### src/rtl/hps_io_pkg.sv
// hps_io_pkg: shared types for the HPS IO frame sequencer.
// FSM states, target codes, gp_out enable bits, err bit indices.
package hps_io_pkg;

  typedef enum logic [1:0] {
    ST_IDLE,
    ST_CMD,
    ST_DATA,
    ST_CONFLICT
  } state_e;

  localparam logic [1:0] TGT_NONE = 2'd0;
  localparam logic [1:0] TGT_IO   = 2'd1;
  localparam logic [1:0] TGT_OSD  = 2'd2;
  localparam logic [1:0] TGT_FPGA = 2'd3;

  localparam int EN_IO   = 20;
  localparam int EN_OSD  = 19;
  localparam int EN_FPGA = 18;

  localparam int ERR_MULTI  = 0;
  localparam int ERR_ORPHAN = 1;
  localparam int ERR_OVF    = 2;

  // Enable vector layout is {io, osd, fpga}.
  function automatic logic [2:0] tgt_mask(input logic [1:0] t);
    logic [2:0] m;
    m = 3'b000;
    case (t)
      TGT_IO:   m = 3'b100;
      TGT_OSD:  m = 3'b010;
      TGT_FPGA: m = 3'b001;
      default:  m = 3'b000;
    endcase
    return m;
  endfunction

endpackage

### src/rtl/hps_frame_counter.sv
// hps_frame_counter: payload word counter, saturating at 2^IDX_W.
// Ports: clr/inc/cap controls; idx (clamped), full, frame_len capture.
module hps_frame_counter
  import hps_io_pkg::*;
#(
  parameter int IDX_W = 12
) (
  input  logic             clk,
  input  logic             rst_n,
  input  logic             clr,
  input  logic             inc,
  input  logic             cap,
  output logic [IDX_W-1:0] idx,
  output logic             full,
  output logic [IDX_W:0]   frame_len
);

  localparam logic [IDX_W:0] ONE = {{IDX_W{1'b0}}, 1'b1};

  logic [IDX_W:0] len_q, len_d;
  logic [IDX_W:0] frame_len_q, frame_len_d;

  // len counts words received; MSB set means 2^IDX_W words seen.
  assign full = len_q[IDX_W];
  assign idx  = full ? {IDX_W{1'b1}} : len_q[IDX_W-1:0];
  assign frame_len = frame_len_q;

  always_comb begin
    len_d = len_q;
    if (clr) begin
      len_d = '0;
    end else if (inc && !full) begin
      len_d = len_q + ONE;
    end
  end

  always_comb begin
    frame_len_d = frame_len_q;
    if (cap) begin
      frame_len_d = len_q;
    end
  end

  always_ff @(posedge clk or negedge rst_n) begin
    if (!rst_n) begin
      len_q       <= '0;
      frame_len_q <= '0;
    end else begin
      len_q       <= len_d;
      frame_len_q <= frame_len_d;
    end
  end

endmodule

### src/rtl/hps_io_sequencer.sv
// hps_io_sequencer: decodes the HPS SPI word stream into cmd/data/end
// frames and muxes the active target's response onto gp_in.
module hps_io_sequencer
  import hps_io_pkg::*;
#(
  parameter int          IDX_W       = 12,
  parameter logic [15:0] STATUS_WORD = 16'h5A01
) (
  input  logic             sys_clk,
  input  logic             reset_n,
  input  logic [31:0]      gp_out,
  input  logic             io_strobe,
  output logic [15:0]      gp_in,
  output logic [1:0]       target,
  output logic [15:0]      cmd,
  output logic             cmd_valid,
  output logic [15:0]      data,
  output logic             data_valid,
  output logic [IDX_W-1:0] data_idx,
  output logic             frame_end,
  output logic [IDX_W:0]   frame_len,
  input  logic [15:0]      resp_io,
  input  logic [15:0]      resp_osd,
  input  logic [15:0]      resp_fpga,
  output logic [2:0]       err
);

  state_e state_q, state_d;

  logic       close_pend_q, close_pend_d;
  logic [15:0] gp_in_q, gp_in_d;
  logic [15:0] cmd_q, cmd_d;
  logic [15:0] data_q, data_d;
  logic       cmd_valid_q, cmd_valid_d;
  logic       data_valid_q, data_valid_d;
  logic       frame_end_q, frame_end_d;
  logic [IDX_W-1:0] data_idx_q, data_idx_d;
  logic [1:0] target_q, target_d;
  logic [2:0] err_q, err_d;

  logic [2:0] en;
  logic [2:0] mask;
  logic [1:0] en_tgt;
  logic       any_en, multi, act_en, foreign;
  logic       in_frame, conflict_hit, take_word, closing;

  logic             cnt_clr, cnt_inc, cnt_cap, cnt_full;
  logic [IDX_W-1:0] cnt_idx;

  logic unused_gp;
  assign unused_gp = ^{gp_out[31:21], gp_out[17:16]};

  assign en      = {gp_out[EN_IO], gp_out[EN_OSD], gp_out[EN_FPGA]};
  assign mask    = tgt_mask(target_q);
  assign any_en  = |en;
  assign multi   = (en & (en - 3'd1)) != 3'd0;
  assign act_en  = |(en & mask);
  assign foreign = |(en & ~mask);

  always_comb begin
    en_tgt = TGT_NONE;
    if (en[2]) begin
      en_tgt = TGT_IO;
    end else if (en[1]) begin
      en_tgt = TGT_OSD;
    end else if (en[0]) begin
      en_tgt = TGT_FPGA;
    end
  end

  // A word on the closing cycle still belongs to the frame; the close
  // is deferred one cycle through close_pend.
  assign in_frame     = (state_q == ST_CMD) || (state_q == ST_DATA);
  assign conflict_hit = in_frame && foreign;
  assign take_word    = in_frame && !foreign && io_strobe &&
                        !close_pend_q;
  assign closing      = in_frame && !foreign && !take_word &&
                        (close_pend_q || !act_en);
  assign close_pend_d = take_word && !act_en;

  always_ff @(posedge sys_clk or negedge reset_n) begin
    if (!reset_n) begin
      state_q      <= ST_IDLE;
      close_pend_q <= 1'b0;
    end else begin
      state_q      <= state_d;
      close_pend_q <= close_pend_d;
    end
  end

  always_comb begin
    state_d = state_q;
    unique case (state_q)
      ST_IDLE: begin
        if (multi) begin
          state_d = ST_CONFLICT;
        end else if (any_en) begin
          state_d = ST_CMD;
        end
      end
      ST_CMD, ST_DATA: begin
        if (conflict_hit) begin
          state_d = ST_CONFLICT;
        end else if (closing) begin
          state_d = ST_IDLE;
        end else if (take_word) begin
          state_d = ST_DATA;
        end
      end
      ST_CONFLICT: begin
        if (!any_en) begin
          state_d = ST_IDLE;
        end
      end
      default: state_d = ST_IDLE;
    endcase
  end

  always_comb begin
    cmd_d        = cmd_q;
    cmd_valid_d  = 1'b0;
    data_d       = data_q;
    data_valid_d = 1'b0;
    data_idx_d   = data_idx_q;
    frame_end_d  = 1'b0;
    target_d     = target_q;
    err_d        = err_q;
    cnt_inc      = 1'b0;
    cnt_cap      = 1'b0;
    unique case (1'b1)
      state_q == ST_IDLE: begin
        if (multi) begin
          err_d[ERR_MULTI] = 1'b1;
        end else if (any_en) begin
          target_d = en_tgt;
        end
        if (io_strobe) begin
          err_d[ERR_ORPHAN] = 1'b1;
        end
      end
      conflict_hit || closing: begin
        frame_end_d = 1'b1;
        cnt_cap     = 1'b1;
        target_d    = TGT_NONE;
        if (conflict_hit) begin
          err_d[ERR_MULTI] = 1'b1;
        end
      end
      take_word && state_q == ST_CMD: begin
        cmd_d       = gp_out[15:0];
        cmd_valid_d = 1'b1;
      end
      take_word && state_q == ST_DATA: begin
        data_d       = gp_out[15:0];
        data_idx_d   = cnt_idx;
        data_valid_d = 1'b1;
        cnt_inc      = 1'b1;
        // Word arriving after 2^IDX_W words already counted.
        if (cnt_full) begin
          err_d[ERR_OVF] = 1'b1;
        end
      end
      default: ;
    endcase
  end

  // Response mux keyed on registered state/target only, so gp_in
  // moves only on those or on the selected resp_* input.
  always_comb begin
    gp_in_d = 16'h0000;
    unique case (state_q)
      ST_CMD: gp_in_d = STATUS_WORD;
      ST_DATA: begin
        unique case (target_q)
          TGT_IO:   gp_in_d = resp_io;
          TGT_OSD:  gp_in_d = resp_osd;
          TGT_FPGA: gp_in_d = resp_fpga;
          default:  gp_in_d = 16'h0000;
        endcase
      end
      default: gp_in_d = 16'h0000;
    endcase
  end

  assign cnt_clr = state_q != ST_DATA;

  hps_frame_counter #(
    .IDX_W (IDX_W)
  ) u_cnt (
    .clk       (sys_clk),
    .rst_n     (reset_n),
    .clr       (cnt_clr),
    .inc       (cnt_inc),
    .cap       (cnt_cap),
    .idx       (cnt_idx),
    .full      (cnt_full),
    .frame_len (frame_len)
  );

  always_ff @(posedge sys_clk or negedge reset_n) begin
    if (!reset_n) begin
      gp_in_q      <= '0;
      cmd_q        <= '0;
      cmd_valid_q  <= 1'b0;
      data_q       <= '0;
      data_valid_q <= 1'b0;
      data_idx_q   <= '0;
      frame_end_q  <= 1'b0;
      target_q     <= TGT_NONE;
      err_q        <= '0;
    end else begin
      gp_in_q      <= gp_in_d;
      cmd_q        <= cmd_d;
      cmd_valid_q  <= cmd_valid_d;
      data_q       <= data_d;
      data_valid_q <= data_valid_d;
      data_idx_q   <= data_idx_d;
      frame_end_q  <= frame_end_d;
      target_q     <= target_d;
      err_q        <= err_d;
    end
  end

  assign gp_in      = gp_in_q;
  assign cmd        = cmd_q;
  assign cmd_valid  = cmd_valid_q;
  assign data       = data_q;
  assign data_valid = data_valid_q;
  assign data_idx   = data_idx_q;
  assign frame_end  = frame_end_q;
  assign target     = target_q;
  assign err        = err_q;

endmodule

### config.mk
export PLATFORM = sky130hd
export DESIGN_NAME = hps_io_sequencer
export DESIGN_NICKNAME = d
export VERILOG_FILES = /design/src/rtl/hps_io_pkg.sv /design/src/rtl/hps_frame_counter.sv /design/src/rtl/hps_io_sequencer.sv
export SDC_FILE = /design/constraint.sdc
export NUM_CORES = 1
export LEC_CHECK = 0
export BUFFER_PORTS_ARGS = -buffer_cell sky130_fd_sc_hd__buf_2
export CORE_ASPECT_RATIO = 1.4
export CORE_MARGIN = 1.5
export CORE_UTILIZATION = 49
export DETAILED_ROUTE_END_ITERATION = 10
export PLACE_DENSITY = 0.92
export RECOVER_POWER = 25
export SETUP_SLACK_MARGIN = 0.05
export SYNTH_ARGS = -nofsm -noshare
export SYNTH_HDL_FRONTEND = slang
export SYNTH_HIERARCHICAL = 1
export SYNTH_SLANG_ARGS = --single-unit
### constraint.sdc
create_clock -name sys_clk -period 2.6 [get_ports sys_clk]
set_input_delay 0.13 -clock sys_clk [delete_from_list [all_inputs] [get_ports sys_clk]]
set_output_delay 0.13 -clock sys_clk [all_outputs]
set_load 0.03 [all_outputs]
==> metrics list <==
- Status: finished, final reports clean
- The count of endpoints failing hold in the final timing report was 0.
* Wirelength, routed: around 10 mm
- In this run the most used layer during global routing was met2.
- The floorplan step defined a core boundary enclosing 8660 µm².
* Combinational Power Share: 0.408
* Number of max-capacitance violations reported: 0
- The synthesized design contains 0 enable-type register cells.
- Leaving out fill and tap cells, the most frequent cells in the layout are 124 x sky130_fd_sc_hd__buf_2, 97 x sky130_fd_sc_hd__dfrtp_1, 73 x sky130_fd_sc_hd__mux2_2, 25 x sky130_fd_sc_hd__clkbuf_1, 24 x sky130_fd_sc_hd__nor2_1.
- Fill count: 654
- Drt initial violations: 173
- Final Wtd Congestion: 0.833
- At the pin with the least slew margin, the transition time is ~1.1 ns.
- Worst IR drop on VDD: about 0.58 mV
- The number of nets handed over by synthesis was 425.
- After clock tree synthesis, the repair step resized 0 gates.
* Met3 track demand over resource: 0.0574
* Net switching power figure: around 2.1 mW
- Data on the critical path arrives at its endpoint at roughly 2.5 ns.
- Drt pass-1 iters: 4
* Part of the Yosys area used for sequential elements: 0.554
- The mapped netlist covers between 4000 and 5000 µm².
- After clock tree synthesis, the setup repair step added 0 buffers.
* Post-layout net count: roughly 580
- The largest individual stage delay along the critical path comes from the cell sky130_fd_sc_hd__dfrtp_1.
* Count of inserted antenna diode cells: 0
- Met1 usage in global routing: 0.227
- Worst Min Path Start: gp_out[3]
- Total power: 5.47 mW
* FF-to-FF Start: state_q[1]
* Multi-input gate area: around 1800 µm²
- Registers take approximately 2400 µm².
- The cell sitting at the root of the clock tree is a sky130_fd_sc_hd__clkbuf_16.
- For the finished layout, the period the worst path requires is 2.32 ns.
* Post-synth top flop: sky130_fd_sc_hd__dfrtp_1
- The share of total power dissipated in sequential elements is 0.362.
- In this run the cell area measured after placement is 5220 µm².
- Setup violations remaining at the end of the flow were counted as 0.
- Pin count of the biggest net entering global routing: 55
- Across all layers, the routed design uses 3234 vias.
- Clock-pin slew was measured on the worst setup and hold paths at 0.07 ns.
- For this design, the sink count on the clock tree is slightly below 100.
- Pin placement for this block handled between 150 and 200 I/O pins.
- Antenna-violating nets left: 0
* Row cnt: 40
- Clock share of power: 0.230
- Kind of critical path: reg2reg
* Final Max Tran Viols: 0
- In this run the horizontal extent of the chip is roughly 83 µm.
- Global-route usage over all layers: 0.206
* Largest incremental delay on the critical path: around 0.4 ns
- Flip-flop and latch count after synthesis: 97
* Highest fanout seen on the critical path: 18
* Max Fclk: between 400 and 500 MHz
* P_int: about 3.3 mW
* Worst Setup End Kind: register
- The worst setup path is launched from a register.
- Count of distinct cell types in the synthesized netlist: 47
* Total power density per cell area: approximately 1000 nW/µm²
- CP Cell Sequence: inv_1 -> ha_1 -> inv_1 -> nor3_4 -> buf_4 -> buf_4 -> mux2_2
- Once detailed placement completed, the half-perimeter wirelength came to 7.21 mm.
* CTS H-tree depth: 3
- Gate count after technology mapping: roughly 340
- The path class of the tightest hold or removal check is in2reg.
- Setup repair after global routing left no endpoint under its margin.
- For this design the static power due to leakage is ~2.8 nW.
- Switching power share of the total: 0.389
* Endpoint required time on the critical path: 2.81 ns
- Clock tree synthesis inserted a total of 9 buffers.
- For the final routed database, the setup TNS stands at 0 ns.
- Fraction of registers with async set/reset: 1.00
- Area overhead of the layout relative to synthesis: 25.1%
* Clock latency on the worst-skew pair: roughly 0.33 ns
* Die Y-Extent: ~110 µm
- In the routed design, unresolved DRC markers number 0.
* Global-route track usage on met2: 0.378
* Maximum buffer depth of the clock tree: 2
- TritonCTS clock tree: built
* Setup clock skew after layout: roughly 0.0074 ns
- Leaving out fill and tap cells, the most frequent cell in the layout is sky130_fd_sc_hd__buf_2.
- Die area: 9530 µm²
* Number of buffers inserted by hold repair at cts: 1
* Effective utilization at floorplan: 0.506
- Averaged over all synthesized cells, the footprint is between 10 and 15 µm².
- Port-buffer cells: 150
- The worst pin sits at a relative slew slack of 0.246.
* Antenna violations before repair: 0
* Yosys Warn Count: 6
- Via count of the first global-routing pass: approximately 3300
- Global-route wire length before repair: approximately 16 mm
* Share of post-route cells with drive strength above 1: 0.501
- The most critical setup path has its startpoint at state_q[1].
* GRT overflow: 0
- Dividing the final minimum period by the clock period gives 0.891.
- In the final routed layout, each cell accounts on average for 16.4 µm.
- After routing the design area is approximately 5500 µm².
- Post-detailed-route via-to-cell ratio: 5.43
-- power by group through the flow --
stage          clock, mW  combinational (mW)  sequential [mW]
6_report            1.25                2.23             1.98
5_1_grt             1.35                2.38             2.02
4_1_cts             1.29                2.27             1.98
3_5_place_dp           0                2.25             2.01
3_3_place_gp           0                2.19             1.98
2_1_floorplan          0                1.05             2.58
-- kinds of logic (layout without fill, tap and decap cells) --
| group | count (synthesis) | count (layout) | synth area share |
|---|---|---|---|
| DFF | 97 | 97 | 0.554 |
| muxes | 78 | 78 | 0.200 |
| and+or+nand+nor | 68 | 68 | 0.0905 |
| AOI/OAI and AO/OA | 50 | 50 | 0.0836 |
| buffers and inverters | 27 | 182 | 0.0348 |
| xor gates and xnor gates | 9 | 9 | 0.0180 |
| adders and majority gates | 7 | 7 | 0.0194 |
-- synthesized netlist by cell type (all sizes together), types with 2 or more instances --
library cell,n,area share
a211o,3,0.0060
o31ai,3,0.0051
nand3,2,0.0023
o21ai,9,0.010
a22oi,16,0.027
a311o,3,0.0071
nor3b,2,0.0034
ha,6,0.017
nor3,2,0.0060
and4b,2,0.0046
a2111oi,2,0.0040
inv,7,0.0060
a21oi,7,0.0088
clkbuf,10,0.0086
or2,13,0.019
dfrtp,97,0.55
buf,10,0.020
nand4,4,0.0071
a21o,2,0.0034
nand2,10,0.010
mux2,74,0.19
nor2,25,0.025
mux2i,4,0.0091
nor2b,2,0.0029
xor2,8,0.016
or3,2,0.0029
-- final timing paths --
kind	end	slack [ns]	depth (start not counted)
max	data_idx[8]	0.28	7
min	data[3]	0.03	2
max reg2reg	data_idx[8]	0.28	7
min reg2reg	err[2]	0.46	1
max in group asynchronous	data[13]	1.21	3
min in group asynchronous	gp_in[15]	0.55	2
-- critical path: cells and delay by family (launching register included) --
family / cells / cell delay [ns]
and+or+nand+nor: 1 / 0.21
DFF: 1 / 0.40
buffers and inverters: 4 / 0.83
adders and majority gates: 1 / 0.40
muxes: 1 / 0.36
-- metrics by stage --
step	util	cells	hold slack (ns)	setup WS (ns)
floorplan	-	336	-0.166	0.126
global placement	0.602	579	0.145	0.384
detailed placement	0.602	579	0.160	0.281
CTS	0.637	596	0.0211	0.260
global route	0.633	596	0.0156	0.104
finish	0.633	596	0.0338	0.284
-- state kept, by name, indices dropped and copies added (netlist names), 3 cells and up --
register / flops
cmd: 16
data: 16
gp_in: 16
u_cnt/frame_len: 13
u_cnt/len_q: 13
data_idx: 12
err: 3
-- final cells by class --
class | instances | share of cell area
Multi-Input combinational cell | 212 | 0.329
Tap cell | 105 | 0.0240
Inverter | 7 | 0.00479
Timing Repair Buffer | 159 | 0.146
Clock inverter | 5 | 0.00730
Sequential cell | 97 | 0.443
Clock buffer | 11 | 0.0461
-- per-layer routing --
metal	share of wire	routed length [µm]
met2	0.54	5300
met5	0	0
met1	0.38	3710
met4	0.017	166
met3	0.059	573
No activity file was read; power rests on OpenSTA's default activity.
